==> config.mk <==
export PLATFORM = sky130hd
export DESIGN_NAME = i2c_slave
export DESIGN_NICKNAME = d
export VERILOG_FILES = /design/src/rtl/i2c_slave.sv
export SDC_FILE = /design/constraint.sdc
export NUM_CORES = 1
export LEC_CHECK = 0
export CAP_MARGIN = 20
export CORE_MARGIN = 2
export CORE_UTILIZATION = 55
export CTS_CLUSTER_DIAMETER = 200
export DETAILED_ROUTE_END_ITERATION = 6
export GPL_TIMING_DRIVEN = 1
export HOLD_SLACK_MARGIN = 0.1
export PLACE_DENSITY_LB_ADDON = 0.1
export SYNTH_ARGS = -nofsm -noshare
export SYNTH_HDL_FRONTEND = slang
export SYNTH_SLANG_ARGS = --single-unit
==> constraint.sdc <==
create_clock -name clk -period 3 [get_ports clk]
set_clock_uncertainty 0.2 [all_clocks]
set_input_delay 0.45 -clock clk [delete_from_list [all_inputs] [get_ports clk]]
set_output_delay 0.45 -clock clk [all_outputs]
set_load 0.02 [all_outputs]
==> src/rtl/i2c_slave.sv <==
// I2C target: oversampled SCL/SDA, START/STOP detection, fixed 7-bit address match,
// write bytes out on rx_valid, read bytes fetched through tx_req. Open-drain SDA, no stretching.
module i2c_slave #(
    parameter int unsigned             ADDR_WIDTH = 7,
    parameter int unsigned             DATA_WIDTH = 8,
    parameter logic [ADDR_WIDTH-1:0]   SLAVE_ADDR = 7'h50
) (
    input  logic                  clk,
    input  logic                  reset,
    input  logic                  i2c_scl,
    input  logic                  i2c_sda,
    output logic                  i2c_sda_oe,
    output logic [DATA_WIDTH-1:0] rx_data,
    output logic                  rx_valid,
    input  logic [DATA_WIDTH-1:0] tx_data,
    output logic                  tx_req,
    output logic                  busy
);

    localparam int unsigned CntW = $clog2(DATA_WIDTH + 1);
    localparam logic [CntW-1:0] One      = CntW'(1);
    localparam logic [CntW-1:0] AddrLast = CntW'(ADDR_WIDTH);
    localparam logic [CntW-1:0] AddrBits = CntW'(ADDR_WIDTH + 1);
    localparam logic [CntW-1:0] DataLast = CntW'(DATA_WIDTH - 1);
    localparam logic [CntW-1:0] DataBits = CntW'(DATA_WIDTH);

    typedef enum logic [2:0] {
        StIdle, StAddr, StAddrAck, StWrite, StWriteAck, StRead, StReadAck, StIgnore
    } state_e;

    logic [1:0]            scl_sync_q, sda_sync_q;
    logic                  scl_prev_q, sda_prev_q;
    state_e                state_q;
    logic [CntW-1:0]       cnt_q;
    logic [DATA_WIDTH-1:0] shift_q;
    logic                  rw_q;
    logic                  oe_q;
    logic [DATA_WIDTH-1:0] rx_data_q;
    logic                  rx_valid_q;
    logic                  tx_req_q;
    logic                  busy_q;

    logic                  scl_s, sda_s;
    logic                  start_ev, stop_ev, sample_ev, shift_ev;
    logic [DATA_WIDTH-1:0] shifted;

    assign scl_s     = scl_sync_q[1];
    assign sda_s     = sda_sync_q[1];
    assign start_ev  = sda_prev_q & ~sda_s & scl_s & scl_prev_q;
    assign stop_ev   = ~sda_prev_q & sda_s & scl_s & scl_prev_q;
    assign sample_ev = scl_s & ~scl_prev_q;
    assign shift_ev  = ~scl_s & scl_prev_q;
    assign shifted   = {shift_q[DATA_WIDTH-2:0], sda_s};

    always_ff @(posedge clk) begin
        if (reset) begin
            // Sync flops reset to the idle bus level so no false edge follows reset
            scl_sync_q <= 2'b11;
            sda_sync_q <= 2'b11;
            scl_prev_q <= 1'b1;
            sda_prev_q <= 1'b1;
            state_q    <= StIdle;
            cnt_q      <= '0;
            shift_q    <= '0;
            rw_q       <= 1'b0;
            oe_q       <= 1'b0;
            rx_data_q  <= '0;
            rx_valid_q <= 1'b0;
            tx_req_q   <= 1'b0;
            busy_q     <= 1'b0;
        end else begin
            scl_sync_q <= {scl_sync_q[0], i2c_scl};
            sda_sync_q <= {sda_sync_q[0], i2c_sda};
            scl_prev_q <= scl_s;
            sda_prev_q <= sda_s;
            rx_valid_q <= 1'b0;
            tx_req_q   <= 1'b0;

            // tx_data is taken while tx_req is high; bit 7 goes out right away
            if (tx_req_q) begin
                shift_q <= tx_data;
                oe_q    <= ~tx_data[DATA_WIDTH-1];
            end

            if (stop_ev) begin
                state_q <= StIdle;
                cnt_q   <= '0;
                oe_q    <= 1'b0;
                busy_q  <= 1'b0;
            end else if (start_ev) begin
                state_q <= StAddr;
                cnt_q   <= '0;
                oe_q    <= 1'b0;
            end else begin
                unique case (state_q)
                    StIdle: begin
                    end
                    StAddr: begin
                        if (sample_ev && cnt_q < AddrBits) begin
                            shift_q <= shifted;
                            cnt_q   <= cnt_q + One;
                            if (cnt_q == AddrLast) begin
                                rw_q <= shifted[0];
                                if (shifted[ADDR_WIDTH:1] == SLAVE_ADDR) begin
                                    busy_q <= 1'b1;
                                end else begin
                                    busy_q  <= 1'b0;
                                    state_q <= StIgnore;
                                end
                            end
                        end else if (shift_ev && cnt_q == AddrBits) begin
                            oe_q    <= 1'b1;
                            state_q <= StAddrAck;
                        end
                    end
                    StAddrAck: begin
                        if (shift_ev) begin
                            if (rw_q) begin
                                tx_req_q <= 1'b1;
                                cnt_q    <= One;
                                state_q  <= StRead;
                            end else begin
                                oe_q    <= 1'b0;
                                cnt_q   <= '0;
                                state_q <= StWrite;
                            end
                        end
                    end
                    StWrite: begin
                        if (sample_ev && cnt_q < DataBits) begin
                            shift_q <= shifted;
                            cnt_q   <= cnt_q + One;
                            if (cnt_q == DataLast) begin
                                rx_data_q  <= shifted;
                                rx_valid_q <= 1'b1;
                            end
                        end else if (shift_ev && cnt_q == DataBits) begin
                            oe_q    <= 1'b1;
                            state_q <= StWriteAck;
                        end
                    end
                    StWriteAck: begin
                        if (shift_ev) begin
                            oe_q    <= 1'b0;
                            cnt_q   <= '0;
                            state_q <= StWrite;
                        end
                    end
                    StRead: begin
                        if (shift_ev) begin
                            if (cnt_q == DataBits) begin
                                oe_q    <= 1'b0;
                                state_q <= StReadAck;
                            end else begin
                                oe_q    <= ~shift_q[DATA_WIDTH-2];
                                shift_q <= {shift_q[DATA_WIDTH-2:0], 1'b0};
                                cnt_q   <= cnt_q + One;
                            end
                        end
                    end
                    StReadAck: begin
                        if (sample_ev) begin
                            if (sda_s) begin
                                state_q <= StIgnore;
                            end
                        end else if (shift_ev) begin
                            tx_req_q <= 1'b1;
                            cnt_q    <= One;
                            state_q  <= StRead;
                        end
                    end
                    StIgnore: begin
                    end
                    default: state_q <= StIdle;
                endcase
            end
        end
    end

    assign i2c_sda_oe = oe_q;
    assign rx_data    = rx_data_q;
    assign rx_valid   = rx_valid_q;
    assign tx_req     = tx_req_q;
    assign busy       = busy_q;

endmodule

---- Word level (Yosys, flattened, before mapping) ----
Cells that the tools add are included.
word-level totals
  register bits after elaboration ......... 34
  word-level logic and storage cells ...... 132
cells by class
  add/subtract/negate cells ............... 1
  magnitude comparators ................... 1
  equal/unequal tests ..................... 35
  multiplexer cells ....................... 48
  bitwise gates (word level) .............. 18
  reductions and logical operators ........ 15
operator list
  operator                                                          count
  8-bit 2-to-1 mux                                                  6
  3-bit 2-to-1 mux                                                  14
  3-bit != test (second input constant)                             11
  4-bit 2-to-1 mux                                                  7
  12-bit AND reduction                                              2
  4-bit != test (second input constant)                             5
  4-bit one-hot mux with 5 select lines                             1
  2-bit != test (second input constant)                             9
  3-bit one-hot mux with 6 select lines                             1
  1-bit 2-to-1 mux                                                  16
  8-bit one-hot mux with 2 select lines                             1
  1-bit NOT                                                         10
  5-bit AND reduction                                               2
  3-bit == test (second input constant)                             3
  1-bit bitwise AND                                                 8
  8-bit AND reduction                                               1
  7-bit == test (second input constant)                             1
  7-bit nonzero test                                                1
  3-bit by 2-bit == test with 1-bit output (second input constant)  2
  6-bit nonzero test                                                1
  5-bit nonzero test                                                1
  5-bit OR reduction                                                1
  4-bit by 1-bit adder with 4-bit output (second input constant)    1
  4-bit by 3-bit == test with 1-bit output (second input constant)  1
  other kinds (10)                                                  12

---- Logic depth before layout (Yosys ltp) ----
Gate-level depths: netlist (run 1).
  depth after elaboration ................. 7
  mapped depth ............................ 8
  mapped depth without buffers ............ 7

---- Worst setup path after synthesis (run 1) ----
Ideal clock, no wire load.
  path kind ............................... reg-to-reg
  start ................................... register scl_prev_q
  end ..................................... register cnt_q[2]
  data arrival time ....................... 1656 ps
  data required time ...................... 2712 ps
  path slack .............................. 1055 ps
  cell stages (with the launch flop) ...... 7
  path buffers ............................ 0
  cells stage by stage .................... dfxtp_1 -> ha_1 -> inv_2 -> or3_4 -> a32oi_4 -> nand3_2 -> o32ai_2
on the way
  longest elaborated chain between the ends .. 5
ends and longest elaborated chain
  item                                                       RTL line  source
  start: declaration                                         32        logic scl_prev_q, sda_prev_q;
  start signal: assignment                                   74        scl_prev_q <= scl_s;
  1-bit NOT                                                  51        assign sample_ev = scl_s & ~scl_prev_q;
  1-bit bitwise AND                                          51
  1-bit logical AND                                          99, 130
  2-bit by 1-bit != test with 1-bit output (no source line)  n/a
  8-bit AND reduction (no source line)                       n/a
  end signal: assignment                                     101       cnt_q <= cnt_q + One;
  end signal: assignment                                     120       cnt_q <= One;
  end signal: assignment                                     132       cnt_q <= cnt_q + One;
  end: declaration                                           34        logic [CntW-1:0] cnt_q;
Parallel ways exist; a longest one is shown, timed or not.
A chain may end at the register's enable or synchronous reset.

---- Final worst setup path (run 1) ----
  start ................................... register scl_prev_q
  end ..................................... register shift_q[6]
on the way
  longest elaborated chain between the ends .. 7
ends and longest elaborated chain
  item                                   RTL line  source
  1-bit NOT                              51
  1-bit bitwise AND                      51
  1-bit logical AND                      99, 130
  8-bit 2-to-1 mux                       99, 130
  8-bit one-hot mux with 2 select lines  95        unique case (state_q)
  8-bit 2-to-1 mux                       90        end else if (start_ev) begin
  8-bit 2-to-1 mux *                     85        if (stop_ev) begin
  end signal: assignment                 81        shift_q <= tx_data;
  end signal: assignment                 100       shift_q <= shifted;
  end signal: assignment                 131       shift_q <= shifted;
  end: declaration                       35        logic [DATA_WIDTH-1:0] shift_q;
Mark *: on every way between the ends. The rest lies on a longest branch, timed or not.

==> results of run 1 <==
## metal layers
layer	vias to the layer above	share of wire (%)
li1	794	-
met1	743	45
met2	63	48
met3	7	4.9
met4	0	1.7
met5	-	0
## cell families (layout without fill, tap and decap cells)
family          after synthesis  count (layout)  share of synthesized area [%]
simple gates                 84              84                          24.53
compound gates               46              46                          18.27
flops                        33              33                          35.20
fa+ha+maj                     5               5                          3.333
mux                          22              22                          12.13
buf+inv                      23              42                          6.066
xor+xnor                      1               1                         0.4668
## per-stage QoR
step                hold WS (ns)  utilization, %  power, uW  setup WS (ns)
floorplan                 0.1895               -      539.3          1.055
global placement          0.1913           63.49      566.3         0.7376
detailed placement        0.1923           63.49      569.1         0.7009
CTS                       0.2172           65.04      816.2         0.6720
global route              0.2397           65.04      849.1         0.5134
finish                    0.2166           65.04      813.3         0.6649
## cell type report
| class | instances | area, um2 |
|---|---|---|
| fill | 294 | 1157 |
| multi-input combinational | 158 | 1102 |
| sequential | 33 | 660.6 |
| timing repair buffer | 25 | 245.2 |
| tap | 46 | 57.56 |
| clock buffer | 6 | 41.29 |
| inverter | 9 | 36.28 |
| clock inverter | 2 | 10.01 |
## cell usage after synthesis (4+ instances only)
cell type                  count  area share [%]
sky130_fd_sc_hd__nor2_1       22             4.4
sky130_fd_sc_hd__ha_1          5             3.3
sky130_fd_sc_hd__inv_1         7             1.4
sky130_fd_sc_hd__nand2_1      16             3.2
sky130_fd_sc_hd__mux2i_1      16             8.5
sky130_fd_sc_hd__nor2b_1       6             2.0
sky130_fd_sc_hd__nand3_1       4             1.1
sky130_fd_sc_hd__o21ai_0       6             1.6
sky130_fd_sc_hd__dfxtp_1      33              35
sky130_fd_sc_hd__nand2b_1      9             3.0
sky130_fd_sc_hd__buf_2         7             1.9
sky130_fd_sc_hd__mux2_2        6             3.6
sky130_fd_sc_hd__or2_2         6             2.0
sky130_fd_sc_hd__a21oi_1      13             3.5
## layout by cell type, fill, tap and decap left out, types with 3 or more instances in the layout
cell type                         synthesis  layout
sky130_fd_sc_hd__inv_1                    7       7
sky130_fd_sc_hd__mux2i_1                 16      16
sky130_fd_sc_hd__nand2b_1                 9       9
sky130_fd_sc_hd__nand2_1                 16      16
sky130_fd_sc_hd__nor2b_1                  6       6
sky130_fd_sc_hd__ha_1                     5       5
sky130_fd_sc_hd__dfxtp_1                 33      33
sky130_fd_sc_hd__nand3_1                  4       4
sky130_fd_sc_hd__nand4b_1                 3       3
sky130_fd_sc_hd__or2_2                    6       6
sky130_fd_sc_hd__clkdlybuf4s50_1          0      23
sky130_fd_sc_hd__clkbuf_4                 0       5
sky130_fd_sc_hd__nor3b_1                  3       3
sky130_fd_sc_hd__a21oi_1                 13      13
sky130_fd_sc_hd__o21ai_0                  6       6
sky130_fd_sc_hd__nor2_1                  22      22
sky130_fd_sc_hd__mux2_2                   6       6
## power groups by stage
stage,clock (uW),sequential [uW],combinational [uW]
2_1_floorplan,0,462,77.3
3_3_place_gp,0,474,91.9
3_5_place_dp,0,475,93.8
4_1_cts,256,465,94.6
5_1_grt,276,468,104
6_report,252,466,95.8
## critical path, stage by stage, from the launching register on
cell                      delay [ns]
sky130_fd_sc_hd__dfxtp_1        0.49
sky130_fd_sc_hd__ha_1           0.36
sky130_fd_sc_hd__nor2b_1        0.25
sky130_fd_sc_hd__a31o_1         0.16
sky130_fd_sc_hd__and3_1         0.44
sky130_fd_sc_hd__mux2i_1        0.26
sky130_fd_sc_hd__nor2_1         0.06
## worst max path at each step
stage	cells after the start	endpoint	slack (ns)
after global routing	6	shift_q[3]	0.51
after detailed placement	6	shift_q[6]	0.70
final	6	shift_q[6]	0.66
after CTS	1	tx_req	0.67
after floorplan	6	cnt_q[2]	1.06
after global placement	6	state_q[2]	0.74
## state kept, by name (all words and copies together), names as in the netlist, 2 cells and up
name / cells
state_q: 3
shift_q: 7
scl_sync_q: 2
cnt_q: 4
rx_data: 8
sda_sync_q: 2
==> metrics.txt, run 1 <==
# TYPE chip_impl_metric gauge
chip_impl_metric{name="placed_area",unit="mm2"} 0.002102
chip_impl_metric{name="sequentialPowerShare",unit="%"} 57.3
chip_impl_info{name="startpoint_type",value="flip-flop"} 1
chip_impl_metric{name="core_area",unit="mm2"} 0.003311
chip_impl_metric{name="cts_max_level",unit=""} 2
chip_impl_metric{name="number_of_cts_inserted_buffers",unit=""} 5
chip_impl_metric{name="detailed_place_hpwl",unit="um"} 2986
chip_impl_metric{name="via_count_of_the_first_global_routing_pass",unit=""} 1541
chip_impl_metric{name="design_area",unit="mm2"} 0.002153
chip_impl_metric{name="timing_worst_slew_pin_value",unit="ns"} 0.7928
chip_impl_metric{name="postRouteAntennaNets",unit=""} 0
chip_impl_info{name="yosys_most_used_dff",value="sky130_fd_sc_hd__dfxtp_1"} 1
chip_impl_metric{name="die_area",unit="mm2"} 0.003896
chip_impl_info{name="holdPathEnd",value="scl_sync_q[1]"} 1
chip_impl_metric{name="p_switching",unit="uW"} 231.3
chip_impl_metric{name="syn-num-nets",unit=""} 231
chip_impl_metric{name="post_cts_setup_inserts",unit=""} 0
chip_impl_metric{name="flow.area_growth_from_synthesis",unit="%"} 14.73
chip_impl_metric{name="design.portCount",unit=""} 24
chip_impl_metric{name="rows",unit=""} 21
chip_impl_metric{name="post_cts_hold_buffer_count",unit=""} 0
chip_impl_metric{name="grtUsageMet1",unit="%"} 29.19
chip_impl_metric{name="grt_antenna_before_repair",unit=""} 0
chip_impl_metric{name="die-width",unit="um"} 62.42
chip_impl_metric{name="cts_buffer_depth",unit=""} 2
chip_impl_metric{name="timing.slew.headroom",unit="%"} 47.08
chip_impl_metric{name="switching_share",unit="%"} 28.44
chip_impl_metric{name="synth-seq-cells",unit=""} 33
chip_impl_metric{name="syn_avg_cell_area",unit="um2"} 8.770
chip_impl_info{name="worst_setup_path_startpoint",value="scl_prev_q"} 1
chip_impl_metric{name="synth_enable_flop_cells",unit=""} 0
chip_impl_metric{name="post_layout_nonfiller_instances",unit=""} 279
chip_impl_metric{name="global_route.usage.total",unit="%"} 23.01
chip_impl_metric{name="placement.io_buffers",unit=""} 23
chip_impl_metric{name="start_util",unit="%"} 56.69
chip_impl_metric{name="post_synth_num_cell_types",unit=""} 54
chip_impl_metric{name="synth_async_sr_flop_share",unit="%"} 0
chip_impl_metric{name="vias",unit=""} 1607
chip_impl_metric{name="comb_power_share",unit="%"} 11.8
chip_impl_metric{name="share_of_power_burned_in_the_clock_network",unit="%"} 30.9
chip_impl_metric{name="power_report.internal_total",unit="uW"} 582.0
chip_impl_metric{name="cp.required",unit="ns"} 3.04
chip_impl_metric{name="die_height",unit="um"} 62.42
chip_impl_metric{name="detail_route.iter0.violations",unit=""} 177
chip_impl_metric{name="ys_warn_count",unit=""} 0
chip_impl_metric{name="gp_congestion",unit=""} 0.8526
chip_impl_metric{name="cts.sink_count",unit=""} 33
chip_impl_metric{name="grt_use_met3",unit="%"} 4.685
chip_impl_metric{name="detail_route.drc_violations",unit=""} 0
chip_impl_metric{name="pwr_density_cell",unit="mW/mm2"} 377.7
chip_impl_metric{name="final.period_utilization",unit="%"} 77.84
chip_impl_metric{name="hold_viol",unit=""} 0
chip_impl_metric{name="antenna_cells_inserted",unit=""} 0
chip_impl_metric{name="syn-instance-count",unit=""} 214
chip_impl_metric{name="cts_resized",unit=""} 0
chip_impl_metric{name="globalRoute.totalOverflow",unit=""} 0
chip_impl_metric{name="drv.max_cap_violation_count",unit=""} 0
chip_impl_metric{name="max-vdd-ir-drop",unit="uV"} 270.9
chip_impl_metric{name="worst_setup_hold_path_clk_slew",unit="ns"} 0.10
chip_impl_metric{name="vias_per_cell",unit=""} 5.760
chip_impl_metric{name="r2r_setup_slk",unit="ns"} 0.66
chip_impl_info{name="critPathKind",value="reg2reg"} 1
chip_impl_info{name="tritoncts_clock_tree",value="built"} 1
chip_impl_metric{name="placed_cells_incl_taps",unit=""} 271
chip_impl_metric{name="holdPathStages",unit=""} 1
chip_impl_metric{name="cellLeakagePower",unit="uW"} 0.0007572
chip_impl_metric{name="grt_first_pass_wirelength",unit="um"} 7169
chip_impl_metric{name="setup_viol_count_final",unit=""} 0
chip_impl_metric{name="cp_max_fo",unit=""} 8
chip_impl_info{name="worstHoldStart",value="scl_sync_q[0]"} 1
chip_impl_metric{name="drive_gt1_share",unit="%"} 12.88
chip_impl_info{name="rr_endpoint",value="shift_q[6]"} 1
chip_impl_metric{name="syn-cell-area",unit="mm2"} 0.001877
chip_impl_metric{name="final_nets",unit=""} 249
chip_impl_metric{name="setup_total_negative_slack",unit="ns"} 0
chip_impl_metric{name="max_freq",unit="MHz"} 428.2
chip_impl_info{name="outcome",value="completed"} 1
chip_impl_metric{name="ff2ff_path_depth",unit=""} 6
chip_impl_metric{name="worst_ep_arrival_time",unit="ns"} 2.37
chip_impl_metric{name="finalCriticalPeriod",unit="ns"} 2.335
chip_impl_info{name="regToRegStartpoint",value="scl_prev_q"} 1
chip_impl_info{name="min-delay-path-class",value="reg2reg"} 1
chip_impl_metric{name="grt_start_max_net_pins",unit=""} 29
chip_impl_metric{name="seq_area_frac_synth",unit="%"} 35.20
chip_impl_info{name="grt_most_used_layer",value="met2"} 1
chip_impl_metric{name="clk-insertion-delay-late",unit="ns"} 0.35
chip_impl_info{name="end_kind",value="flip-flop"} 1
chip_impl_metric{name="dr.pass1.iters",unit=""} 4
chip_impl_metric{name="timing_max_transition_violations_final",unit=""} 0
chip_impl_metric{name="routed_wire_length_per_instance",unit="um"} 15.25
chip_impl_metric{name="m2_gr_usage",unit="%"} 38.04
chip_impl_info{name="clock-root-buffer",value="sky130_fd_sc_hd__clkbuf_4"} 1
chip_impl_metric{name="route.final.wire_length",unit="um"} 4255
chip_impl_info{name="rsz_0062_raised_after_global_routing",value="false"} 1
(Power assumes the default switching activity.)
==> run 2: changes to the inputs <==
==> constraint.sdc (replaced) <==
create_clock -name clk -period 2.41 [get_ports clk]
set_clock_uncertainty 0.2 [all_clocks]
set_input_delay 0.3615 -clock clk [delete_from_list [all_inputs] [get_ports clk]]
set_output_delay 0.3615 -clock clk [all_outputs]
set_load 0.02 [all_outputs]
==> metrics.txt, run 2 (synthesis results as in run 1) <==
# TYPE chip_impl_metric gauge
chip_impl_metric{name="cts_resized",unit=""} 0
chip_impl_metric{name="die_area",unit="mm2"} 0.003896
chip_impl_info{name="layout.cells.most_common",value="sky130_fd_sc_hd__dfxtp_1"} 1
chip_impl_metric{name="rows",unit=""} 21
chip_impl_metric{name="p_total",unit="uW"} 1007
chip_impl_metric{name="clk-insertion-delay-late",unit="ns"} 0.34
chip_impl_metric{name="cp.required",unit="ns"} 2.44
chip_impl_metric{name="globalRoute.totalOverflow",unit=""} 0
chip_impl_metric{name="antenna_cells_inserted",unit=""} 0
chip_impl_metric{name="cts_max_level",unit=""} 2
chip_impl_metric{name="drv.max_cap_violation_count",unit=""} 0
chip_impl_metric{name="drive_gt1_share",unit="%"} 13.98
chip_impl_metric{name="route.final.wire_length",unit="um"} 4116
chip_impl_metric{name="vias_per_cell",unit=""} 5.787
chip_impl_metric{name="hold_viol",unit=""} 0
chip_impl_metric{name="max_freq",unit="MHz"} 443.8
chip_impl_metric{name="cp_max_fo",unit=""} 8
chip_impl_metric{name="timing.slew.headroom",unit="%"} 49.18
chip_impl_metric{name="timing_max_transition_violations_final",unit=""} 0
chip_impl_metric{name="cts_buffer_depth",unit=""} 2
chip_impl_metric{name="global_route.usage.total",unit="%"} 22.03
chip_impl_metric{name="gp_congestion",unit=""} 0.8959
chip_impl_metric{name="p_switching",unit="uW"} 277.5
chip_impl_metric{name="die_height",unit="um"} 62.42
chip_impl_info{name="tritoncts_clock_tree",value="built"} 1
chip_impl_metric{name="dr.pass1.iters",unit=""} 5
chip_impl_metric{name="start_util",unit="%"} 56.69
chip_impl_metric{name="number_of_cts_inserted_buffers",unit=""} 5
chip_impl_info{name="min-delay-path-class",value="reg2reg"} 1
chip_impl_metric{name="flow.area_growth_from_synthesis",unit="%"} 15.93
chip_impl_info{name="rsz_0062_raised_after_global_routing",value="false"} 1
chip_impl_metric{name="detailed_place_hpwl",unit="um"} 2998
chip_impl_metric{name="via_count_of_the_first_global_routing_pass",unit=""} 1497
chip_impl_metric{name="placement.io_buffers",unit=""} 23
chip_impl_metric{name="vias",unit=""} 1632
chip_impl_metric{name="setup_viol_count_final",unit=""} 0
chip_impl_metric{name="cellLeakagePower",unit="uW"} 0.0007732
chip_impl_metric{name="timing_worst_slew_pin_value",unit="ns"} 0.7613
chip_impl_metric{name="pwr_density_cell",unit="mW/mm2"} 462.7
chip_impl_metric{name="post_cts_setup_inserts",unit=""} 0
chip_impl_metric{name="design.portCount",unit=""} 24
chip_impl_metric{name="grt_antenna_before_repair",unit=""} 0
chip_impl_metric{name="switching_share",unit="%"} 27.56
chip_impl_metric{name="seqCellArea",unit="um2"} 660.6
chip_impl_metric{name="detail_route.iter0.violations",unit=""} 150
chip_impl_metric{name="comb_power_share",unit="%"} 13.4
chip_impl_metric{name="nFillCells",unit=""} 305
chip_impl_metric{name="sequentialPowerShare",unit="%"} 56.6
chip_impl_info{name="startpoint_type",value="flip-flop"} 1
chip_impl_metric{name="multi_input_gate_area",unit="mm2"} 0.001102
chip_impl_info{name="mostFrequentLayoutCells",value="sky130_fd_sc_hd__dfxtp_1, sky130_fd_sc_hd__clkdlybuf4s50_1, sky130_fd_sc_hd__nor2_1"} 1
chip_impl_metric{name="grt_first_pass_wirelength",unit="um"} 6872
chip_impl_metric{name="largest_reg_flops",unit=""} 8
chip_impl_info{name="outcome",value="completed"} 1
chip_impl_metric{name="worst_ep_arrival_time",unit="ns"} 2.29
chip_impl_info{name="clock-root-buffer",value="sky130_fd_sc_hd__clkbuf_4"} 1
chip_impl_metric{name="share_of_power_burned_in_the_clock_network",unit="%"} 30.0
chip_impl_metric{name="grt_start_max_net_pins",unit=""} 24
chip_impl_metric{name="max-vdd-ir-drop",unit="uV"} 415.2
chip_impl_metric{name="post_cts_hold_buffer_count",unit=""} 0
chip_impl_metric{name="detail_route.drc_violations",unit=""} 0
chip_impl_metric{name="cts.sink_count",unit=""} 33
chip_impl_metric{name="utilization",unit="%"} 65.72
chip_impl_info{name="end_kind",value="flip-flop"} 1
chip_impl_metric{name="postRouteAntennaNets",unit=""} 0
chip_impl_metric{name="final.period_utilization",unit="%"} 93.49
chip_impl_metric{name="die-width",unit="um"} 62.42
chip_impl_metric{name="worst_setup_hold_path_clk_slew",unit="ns"} 0.10
chip_impl_metric{name="power_report.internal_total",unit="uW"} 729.3
chip_impl_info{name="critPathKind",value="reg2reg"} 1
chip_impl_metric{name="finalCriticalPeriod",unit="ns"} 2.253
chip_impl_metric{name="core_area",unit="mm2"} 0.003311
chip_impl_metric{name="routed_wire_length_per_instance",unit="um"} 14.60
chip_impl_metric{name="setup_total_negative_slack",unit="ns"} 0
chip_impl_metric{name="final_nets",unit=""} 252
[run 2: cell count changes in the layout (fill, tap and decap cells not counted), sizes merged]
cell  previous run  this run
buf              2         5
[run 2: cell type report]
type | count | share of cell area [%]
flip-flops and latches | 33 | 30.36
clock buffers | 6 | 1.898
inverters | 9 | 1.668
multi-input cells | 158 | 50.66
clock inverters | 2 | 0.4600
repair buffers | 28 | 12.31
well taps | 46 | 2.645
[run 2: power by group through the flow]
| stage | combinational (uW) | sequential, uW | clock, uW |
|---|---|---|---|
| final | 135 | 570 | 302 |
| after global routing | 146 | 572 | 332 |
| after floorplan | 96.2 | 575 | 0 |
| after detailed placement | 133 | 582 | 0 |
| after CTS | 133 | 570 | 312 |
| after global placement | 131 | 581 | 0 |
[run 2: worst max-delay path, stage by stage (launching register included)]
cell	delay (ns)
sky130_fd_sc_hd__dfxtp_1	0.48
sky130_fd_sc_hd__ha_1	0.35
sky130_fd_sc_hd__nor2b_1	0.27
sky130_fd_sc_hd__a31o_1	0.17
sky130_fd_sc_hd__and3_1	0.40
sky130_fd_sc_hd__mux2i_1	0.23
sky130_fd_sc_hd__nor2_1	0.05
[run 2: metal layers]
layer | GRT usage (%) | share of wire (%) | up-vias
met3 | 4.685 | 6.1 | 10
met1 | 27.77 | 44 | 744
met5 | 0 | 0 | -
li1 | - | - | 808
met4 | 9.722 | 2.2 | 0
met2 | 36.29 | 47 | 70
[run 2: path summary, 6_finish.rpt]
path                 start            end  slack (ns)  cells after the start
min reg2reg  scl_sync_q[0]  scl_sync_q[1]        0.22                      1
max             scl_prev_q     shift_q[5]        0.16                      6
min          scl_sync_q[0]  scl_sync_q[1]        0.22                      1
max reg2reg     scl_prev_q     shift_q[5]        0.16                      6
[run 2: through the flow]
stage                     area, um2  setup slack (ns)  hold WS, ns  std cells
after floorplan                1877            0.4654       0.1895        214
after global routing           2176          0.003973       0.2365        282
after CTS                      2176            0.1818       0.2239        282
after global placement         2125            0.2435       0.1931        274
final                          2176            0.1568       0.2202        282
after detailed placement       2125            0.2073       0.1996        274
